==> config.mk <==
export PLATFORM = sky130hd
export DESIGN_NAME = mem_wb_stage
export DESIGN_NICKNAME = d
export VERILOG_FILES = /design/src/rtl/mem_wb_stage_pkg.sv /design/src/rtl/mem_wb_stage_load_aligner.sv /design/src/rtl/mem_wb_stage.sv
export SDC_FILE = /design/constraint.sdc
export NUM_CORES = 1
export LEC_CHECK = 0
export BUFFER_PORTS_ARGS = -buffer_cell sky130_fd_sc_hd__buf_2
export CORE_MARGIN = 10
export CORE_UTILIZATION = 47
export CTS_CLUSTER_DIAMETER = 100
export DETAILED_ROUTE_END_ITERATION = 8
export PLACE_DENSITY = 0.76
export SKIP_CTS_REPAIR_TIMING = 1
export SYNTH_ARGS = -nofsm -noshare
export SYNTH_HDL_FRONTEND = slang
export SYNTH_HIERARCHICAL = 1
export SYNTH_SLANG_ARGS = --single-unit
==> constraint.sdc <==
create_clock -name clk -period 2.1 [get_ports clk]
set_clock_uncertainty 0.1 [all_clocks]
set_input_delay 0.105 -clock clk [delete_from_list [all_inputs] [get_ports clk]]
set_output_delay 0.105 -clock clk [all_outputs]
set_load 0.01 [all_outputs]
==> src/rtl/mem_wb_stage_pkg.sv <==
// Instruction-type codes, write-back range limits and mux codes shared by the MEM/WB stage.
// The values mirror the core's tools/def.v and add the individual load codes INS_LB..INS_LW.
package mem_wb_stage_pkg;

    localparam logic [5:0] INS_NOP     = 6'd0;
    localparam logic [5:0] RCAL_BEGIN  = 6'd1;
    localparam logic [5:0] INS_ADD     = 6'd1;
    localparam logic [5:0] SHIFT_BEGIN = 6'd11;
    localparam logic [5:0] INS_SLL     = 6'd15;
    localparam logic [5:0] SHIFT_END   = 6'd15;

    localparam logic [5:0] LOAD_BEGIN  = 6'd16;
    localparam logic [5:0] INS_LB      = 6'd16;
    localparam logic [5:0] INS_LBU     = 6'd17;
    localparam logic [5:0] INS_LH      = 6'd18;
    localparam logic [5:0] INS_LHU     = 6'd19;
    localparam logic [5:0] INS_LW      = 6'd20;
    localparam logic [5:0] LOAD_END    = 6'd20;

    localparam logic [5:0] INS_SB      = 6'd21;
    localparam logic [5:0] INS_SH      = 6'd22;
    localparam logic [5:0] INS_SW      = 6'd23;

    localparam logic [5:0] ICAL_BEGIN  = 6'd24;
    localparam logic [5:0] INS_ADDI    = 6'd24;
    localparam logic [5:0] ICAL_END    = 6'd35;

    localparam logic [5:0] INS_BEQ     = 6'd36;
    localparam logic [5:0] INS_J       = 6'd42;
    localparam logic [5:0] INS_JAL     = 6'd43;
    localparam logic [5:0] INS_JALR    = 6'd44;

    typedef enum logic {
        MUX_WBDATA_MEM      = 1'b0,
        MUX_WBDATA_LINKADDR = 1'b1
    } wb_src_e;

    function automatic logic is_load(input logic [5:0] t);
        return (t >= LOAD_BEGIN) && (t <= LOAD_END);
    endfunction

    function automatic logic is_link(input logic [5:0] t);
        return (t == INS_JAL) || (t == INS_JALR);
    endfunction

    function automatic logic rf_wr_en(input logic [5:0] t);
        return ((t >= RCAL_BEGIN) && (t <= SHIFT_END)) || is_load(t) ||
               ((t >= ICAL_BEGIN) && (t <= ICAL_END)) || is_link(t);
    endfunction

    function automatic wb_src_e wb_src(input logic [5:0] t);
        return is_link(t) ? MUX_WBDATA_LINKADDR : MUX_WBDATA_MEM;
    endfunction

endpackage

==> src/rtl/mem_wb_stage_load_aligner.sv <==
// Combinational load aligner: picks the byte/halfword addressed by addr and sign- or zero-extends it.
module load_aligner
    import mem_wb_stage_pkg::*;
#(
    parameter int DW = 32
) (
    input  logic [5:0]    ins_type,
    input  logic [1:0]    addr,
    input  logic [DW-1:0] word,
    output logic [DW-1:0] value
);

    logic [7:0]  byte_s;
    logic [15:0] half_s;

    assign byte_s = word[{addr, 3'b000} +: 8];
    assign half_s = addr[1] ? word[31:16] : word[15:0];

    // Extension select; non-load types pass the raw word through.
    always_comb begin
        value = word;
        case (ins_type)
            INS_LB:  value = {{(DW-8){byte_s[7]}}, byte_s};
            INS_LBU: value = {{(DW-8){1'b0}}, byte_s};
            INS_LH:  value = {{(DW-16){half_s[15]}}, half_s};
            INS_LHU: value = {{(DW-16){1'b0}}, half_s};
            INS_LW:  value = word;
            default: value = word;
        endcase
    end

endmodule

==> src/rtl/mem_wb_stage.sv <==
// MEM/WB pipeline register with write-back decode, load alignment and retire counter.
// Optional WB_MISALIGN_CHECK_EN adds wb_misalign and blocks writes of misaligned loads.
module mem_wb_stage
    import mem_wb_stage_pkg::*;
#(
    parameter int DW    = 32,
    parameter int CNT_W = 32
) (
    input  logic             clk,
    input  logic             rst,
    input  logic             mem_valid,
    input  logic [5:0]       mem_insType,
    input  logic [4:0]       mem_rd,
    input  logic [DW-1:0]    mem_aluResult,
    input  logic [DW-1:0]    mem_rdata,
    input  logic [DW-1:0]    mem_linkAddr,
    input  logic             stall,
    input  logic             flush,
    output logic             wb_valid,
    output logic [5:0]       wb_insType,
    output logic             rf_we,
    output logic [4:0]       rf_waddr,
    output logic [DW-1:0]    rf_wdata,
    output logic             fwd_valid,
    output logic [CNT_W-1:0] retire_cnt
`ifdef WB_MISALIGN_CHECK_EN
    ,
    output logic             wb_misalign
`endif
);

    logic             valid_r;
    logic [5:0]       ins_r;
    logic [4:0]       rd_r;
    logic [DW-1:0]    alu_r;
    logic [DW-1:0]    rdata_r;
    logic [DW-1:0]    link_r;
    logic             written_r;
    logic [CNT_W-1:0] cnt_r;

    logic [DW-1:0]    aligned_s;
    logic             misalign_s;
    logic             we_s;
    logic [DW-1:0]    wdata_s;

    load_aligner #(.DW(DW)) u_load_aligner (
        .ins_type (ins_r),
        .addr     (alu_r[1:0]),
        .word     (rdata_r),
        .value    (aligned_s)
    );

`ifdef WB_MISALIGN_CHECK_EN
    assign misalign_s = valid_r &&
                        ((((ins_r == INS_LH) || (ins_r == INS_LHU)) && alu_r[0]) ||
                         ((ins_r == INS_LW) && (alu_r[1:0] != 2'b00)));
    assign wb_misalign = misalign_s;
`else
    assign misalign_s = 1'b0;
`endif

    // An entry held by stall writes only in its first WB cycle, tracked by written_r.
    assign we_s = valid_r && rf_wr_en(ins_r) && (rd_r != 5'd0) && !written_r && !misalign_s;

    // Write-back data source select.
    always_comb begin
        wdata_s = alu_r;
        if (wb_src(ins_r) == MUX_WBDATA_LINKADDR) begin
            wdata_s = link_r;
        end else if (is_load(ins_r)) begin
            wdata_s = aligned_s;
        end else begin
            wdata_s = alu_r;
        end
    end

    // Pipeline register capture: rst > flush > stall > load.
    always_ff @(posedge clk) begin
        if (rst) begin
            valid_r   <= 1'b0;
            ins_r     <= 6'd0;
            rd_r      <= 5'd0;
            alu_r     <= '0;
            rdata_r   <= '0;
            link_r    <= '0;
            written_r <= 1'b0;
        end else if (flush) begin
            valid_r   <= 1'b0;
            written_r <= 1'b0;
        end else if (stall) begin
            written_r <= written_r | we_s;
        end else begin
            valid_r   <= mem_valid;
            ins_r     <= mem_insType;
            rd_r      <= mem_rd;
            alu_r     <= mem_aluResult;
            rdata_r   <= mem_rdata;
            link_r    <= mem_linkAddr;
            written_r <= 1'b0;
        end
    end

    // Retire counter: an instruction retires as it leaves WB; wraps freely.
    always_ff @(posedge clk) begin
        if (rst) begin
            cnt_r <= '0;
        end else if (valid_r && !stall && !flush) begin
            cnt_r <= cnt_r + {{(CNT_W-1){1'b0}}, 1'b1};
        end else begin
            cnt_r <= cnt_r;
        end
    end

    assign wb_valid   = valid_r;
    assign wb_insType = ins_r;
    assign rf_we      = we_s;
    assign rf_waddr   = rd_r;
    assign rf_wdata   = wdata_s;
    assign fwd_valid  = we_s;
    assign retire_cnt = cnt_r;

endmodule

### After elaboration in Yosys (flattened, before gate mapping)

Index checks and enable logic that the tools add are counted.

| word-level totals | value |
|---|---|
| input port bits | 112 |
| word-level logic and storage cells | 49 |
| output and inout port bits | 78 |
| register bits after elaboration | 141 |

| operators by class | value |
|---|---|
| eq/ne operators | 6 |
| shifts and indexed selects | 1 |
| multiplexer cells | 5 |
| reductions and logical operators | 19 |
| $lt $le $gt $ge | 6 |
| $add $sub $neg | 1 |
| bitwise operators | 3 |

Operator list:

| cell | number |
|---|---|
| $pmux 32 s4 | 1 |
| $mux 32 | 2 |
| $add 32x1->32 const B | 1 |
| $shiftx 32x6->8 | 1 |
| $eq 6x5->1 const B | 4 |
| $mux 16 | 1 |
| $eq 6x6->1 const B | 2 |
| $ge 6x5->1 const B | 2 |
| $logic_and 1x1->1 | 8 |
| $ge 6x1->1 const B | 1 |
| $le 6x4->1 const B | 1 |
| $le 6x5->1 const B | 1 |
| $le 6x6->1 const B | 1 |
| $reduce_bool 5->1 | 1 |
| $logic_or 1x1->1 | 4 |
| $logic_not 1->1 | 3 |
| $reduce_or 3->1 | 1 |
| $not 1->1 | 2 |
| $reduce_and 2->1 | 1 |
| $reduce_or 2->1 | 1 |
| $mux 1 | 1 |
| $or 1x1->1 | 1 |

### Depth between registers and ports, before layout

| depth | value |
|---|---|
| depth in word-level cells | 9 |
| depth in mapped cells | 7 |
| mapped depth without buffers | 6 |

### Cells and area by module

Netlist, hierarchy kept.

Modules (own cells, without submodules):

| module | seq. area each (sq um) | times used | area each (sq um) | cells each |
|---|---|---|---|---|
| mem_wb_stage | 2822.7 | 1 | 5997.0 | 777 |
| load_aligner | 0.0 | 1 | 603.1 | 109 |

### Worst setup path after synthesis

No wires, ideal clock.

| timing path | value |
|---|---|
| path type | reg2out |
| start point | register ins_r[0] (netlist: wb_insType[0]) |
| end point | output port rf_wdata[10] |
| data required time | 1.895 ns |
| buffers on the path | 2 |
| cell stages (with the launch flop) | 7 |
| path slack | -0.050 ns |
| arrival time | 1.945 ns |
| cell sequence | dfxtp_1 -> o21ai_0 -> or3b_2 -> clkbuf_1 -> buf_1 -> mux2i_1 -> o21ai_0 |

| between the ends | value |
|---|---|
| longest elaborated chain between the ends | 4 |
| elaborated cells on any way between the ends | 14 |
| those cells by class | order compare: 2; eq/ne: 6; mux: 4; reduce/logical: 2 |

RTL lines:

| element | line | RTL |
|---|---|---|
| from (decl) | mem_wb_stage.sv:33 | `logic [5:0] ins_r;` |
| from (signal assigned) | mem_wb_stage.sv:94 | `ins_r <= mem_insType;` |
| $ge 6x5->1 (tied with other cells) | mem_wb_stage_pkg.sv:39 | `return (t >= LOAD_BEGIN) && (t <= LOAD_END);` |
| $logic_and 1x1->1 (tied with other cells) | mem_wb_stage_pkg.sv:39 |  |
| $mux 32 or $mux 1 (tied branches) | mem_wb_stage.sv:70, mem_wb_stage_pkg.sv:52 |  |
| $mux 32 (*) | mem_wb_stage.sv:68 | `if (wb_src(ins_r) == MUX_WBDATA_LINKADDR) begin` |
| to (decl) | mem_wb_stage.sv:23 | `output logic [DW-1:0] rf_wdata,` |

Every way passes the cells marked *; elsewhere a longest branch is shown, timed or not.

### Final worst setup path

| timing path | value |
|---|---|
| start point | register alu_r[0] |
| end point | output port rf_wdata[14] |

| between the ends | value |
|---|---|
| longest elaborated chain between the ends | 4 |

RTL lines:

| element | line | RTL |
|---|---|---|
| from (decl) | mem_wb_stage.sv:35 | `logic [DW-1:0] alu_r;` |
| from (signal assigned) | mem_wb_stage.sv:96 | `alu_r <= mem_aluResult;` |
| $shiftx 32x6->8 | mem_wb_stage_load_aligner.sv:16 | `assign byte_s = word[{addr, 3'b000} +: 8];` |
| $pmux 32 s4 | mem_wb_stage_load_aligner.sv:22 | `case (ins_type)` |
| via aligned_s[14] | mem_wb_stage.sv:41 | `logic [DW-1:0] aligned_s;` |
| $mux 32 | mem_wb_stage.sv:70 | `end else if (is_load(ins_r)) begin` |
| $mux 32 | mem_wb_stage.sv:68 |  |

The timed path passes the listed nets, and every way through them passes these cells.

==> run_results.csv <==
group,metric,value,unit
outcome,status,"complete, but fails checks",
outcome,violations,"negative hold slack, negative setup slack",
synth,synth_ff_type,"dfxtp_1",
synth,synth.distinct_cells,49,
clocking,clk_path_buf_depth,2,
setup_path,critical_path.max_fanout,6,
timing,slew_viol_final,0,
timing,fin_ws,-0.421,ns
power_and_ir_drop,ir_worst_vdd,0.000767,V
synth,ys_seq_area_share,42.8,%
floorplan,die_x,139,um
floorplan,core-area,0.0138,mm^2
timing,worstMarginPinSlew,0.507,ns
global_routing,grt_pass1_wl,32500,um
global_routing,grt_max_degree,88,
setup_path,r2r_end,"retire_cnt[30]",
synth,yosys.area.top_type,"dfxtp_1",
clocking,cts_root_buf,"clkbuf_16",
placed_design,dp_hpwl,14800,um
synth,yosysTopAreaCellShare,42.8,%
hold_path,hold-path-cell-count,2,
floorplan,die-area,0.0192,mm^2
power_and_ir_drop,pwr-share-seq,40.8,%
detailed_routing,ant_nets,0,
timing,fmax,0.397,GHz
synth,async_reset_ff_share,0,%
setup_path,end_kind,"output pin",
global_routing,antenna_found_initial,1,
power_and_ir_drop,p_int,5.32,mW
floorplan,initial_core_util,47.7,%
global_routing,overflow,0,
detailed_routing,firstDrtPassIters,6,
global_routing,grt_pass1_vias,6415,
final_layout,layout.nets,1336,
synth,synth.avg_cell_area,7.45,um^2
clocking,clock_sinks,141,
detailed_routing,drc,0,
hold_path,hp-class,"input pin to flip-flop",
placed_design,io_buffers,189,
timing,rsz0062_at_grt,"yes",
hold_path,hold_end,"retire_cnt[28]",
clocking,path_clk_slew,0.05,ns
power_and_ir_drop,p_per_area,671,mW/mm^2
timing,finalHoldViolations,13,
detailed_routing,drt-total-wl,25700,um
timing,fin_crit,2.52,ns
clocking,cts_buffers,17,
synth,synth.area.top_cells,"dfxtp_1, nand2_1, a21oi_1, mux2i_1, o21ai_0",
power_and_ir_drop,switchingPower,1.64,mW
clocking,cts_tree,"built",
placed_design,gp_congestion,0.882,
power_and_ir_drop,power.total,6.96,mW
power_and_ir_drop,power_frac_comb,13.1,%
synth,yosysWarnings,6,
timing,relSlewSlack,66.2,%
final_layout,area_delta_synth_final,57.2,%
synth,ys_seq_elements,141,
detailed_routing,drt_iter0_drc,857,
hold_path,worstHoldStart,"rst",
global_routing,grt_use_total,20.2,%
setup_path,r2r-start,"retire_cnt[1]",
synth,synthCells,886,
timing,setup_viol,34,
synth,synth_fp_nets,999,
power_and_ir_drop,power.share.switching,23.6,%
power_and_ir_drop,p_leak,4.58,nW
timing,period_share,120,%
synth,synth-edff-count,0,
run,drv_cap,0,
setup_path,path_class,"flip-flop to output pin",
final_layout,stdcell_area,0.0104,mm^2
floorplan,rows,43,
detailed_routing,via_count,7840,
placed_design,place_area,0.00814,mm^2
detailed_routing,avgViaCountPerCell,5.54,
setup_path,r2r.worst_path.cells,6,
power_and_ir_drop,clkPwrFrac,46.1,%
final_layout,fillers,960,
clocking,clock_latency,0.43,ns
floorplan,die_height,139,um
placed_design,place_worst_setup_slack,0.0143,ns
timing,fin_hold_ws,-0.0181,ns
detailed_routing,avgRoutedWirePerCell,18.2,um
clocking,htreeDepth,4,
setup_path,startpoint_type,"flip-flop",
synth,syn_area,0.00660,mm^2
final_layout,drive_above_1_share,30.2,%
setup_path,rrSetupSlack,0.03,ns
setup_path,cp_data_arrival_time,2.32,ns
floorplan,io_pins,190,
setup_path,crit_required,1.89,ns
-- sequential cells by signal (all words and copies together), names as in the netlist --
register	count
retire_cnt	32
wb_insType	6
rf_waddr	5
alu_r	32
written_r	1
rdata_r	32
wb_valid	1
link_r	32
-- synthesized netlist by cell type, types with 4 or more instances --
cell and number:
buf_1 5, xnor2_1 4, dfxtp_1 141, o21ai_0 49, o22ai_1 6, clkbuf_1 51, mux2_2 6, and4_1 4
buf_2 6, nand3_1 10, nand2_1 296, nand4_1 9, or3_1 7, a21oi_1 140, or4_1 19, inv_1 11
xor2_1 6, nor2_1 25, mux2i_1 37, o31ai_1 13, a211oi_1 4
-- stage by stage --
step / instances / TNS [ns] / utilization (%) / hold slack (ns)
finish: 1415 / -11.62 / 75.0 / -0.0181
global route: 1415 / -13.55 / 75.0 / 0.00116
CTS: 1284 / -12.18 / 63.4 / -0.192
detailed placement: 1254 / 0 / 58.8 / 0.250
global placement: 1254 / 0 / 58.8 / 0.246
floorplan: 886 / 0 / - / 0.0843
-- final cells by class --
type,count,area [um^2],area share (%)
Multi-Input combinational cell,669,3690,35.5
Timing Repair Buffer,383,2960,28.5
Sequential cell,141,2840,27.3
Clock buffer,23,488,4.70
Tap cell,180,225,2.17
Clock inverter,7,135,1.30
Inverter,11,41.3,0.398
Antenna cell,1,2.50,0.0241
-- critical path, stage by stage, from the launching register on --
cell and delay, ns:
dfxtp_2 0.34, mux4_2 0.58, a21oi_4 0.27, a211oi_1 0.09, a21o_1 0.19, mux2i_2 0.18
o21ai_1 0.10, buf_2 0.15
-- cell families (layout without fill, tap and decap cells) --
group	Yosys count	count (layout)	share of synthesized area (%)
simple gates	392	392	25.9
fa+ha+maj	1	1	0.190
compound gates	222	222	18.2
buf+inv	76	424	4.72
other cells	0	1	0
xor+xnor	10	10	1.33
flops	141	141	42.8
mux	44	44	6.98
-- routing by layer --
metal | vias to the layer above | global-route usage (%) | share of wire, %
met3 | 68 | 7.50 | 8.3
met1 | 3656 | 25.1 | 39
met5 | - | 0 | 0
met4 | 0 | 5.72 | 2.9
met2 | 411 | 32.1 | 50
li1 | 3705 | - | -
-- placed cells by master, fill, tap and decap left out, types with 3 or more instances in the layout --
master and n:
buf_6 7, dfxtp_1 132, and4_1 4, o31ai_1 13
nand2_2 8, or4_4 5, a21oi_2 6, o21ai_1 24
bufinv_16 4, nand3_1 10, o21ai_0 14, nand4_1 9
clkbuf_8 4, clkbuf_16 21, buf_12 11, a21o_1 3
inv_1 11, dfxtp_2 8, mux2i_1 35, a21oi_1 133
xnor2_1 4, or4_1 14, o22ai_1 5, a211oi_1 3
xor2_1 6, mux2_2 6, nand2_1 287, dlygate4sd3_1 109
buf_2 186, buf_4 62, nor2_1 21, clkinv_2 3
o21ai_2 12, buf_8 3, or3_1 7
-- power by group through the flow --
stage,Combinational (mW),Sequential (mW),Clock [mW]
5_1_grt,0.981,2.84,3.33
3_3_place_gp,0.661,2.88,0
6_report,0.911,2.84,3.21
4_1_cts,0.672,2.83,3.22
3_5_place_dp,0.668,2.89,0
2_1_floorplan,0.359,2.88,0
-- worst max path at each step --
stage,endpoint,cells past startpoint,slack [ns],startpoint
2_1_floorplan,retire_cnt[19],6,0.007,retire_cnt[14]
3_3_place_gp,rf_wdata[14],7,0.07,alu_r[0]
3_5_place_dp,rf_wdata[14],7,0.01,alu_r[0]
4_1_cts,rf_wdata[14],7,-0.47,alu_r[0]
5_1_grt,rf_wdata[14],7,-0.47,alu_r[0]
6_report,rf_wdata[14],7,-0.42,alu_r[0]
Note: power is estimated with default switching activity, not from simulation.
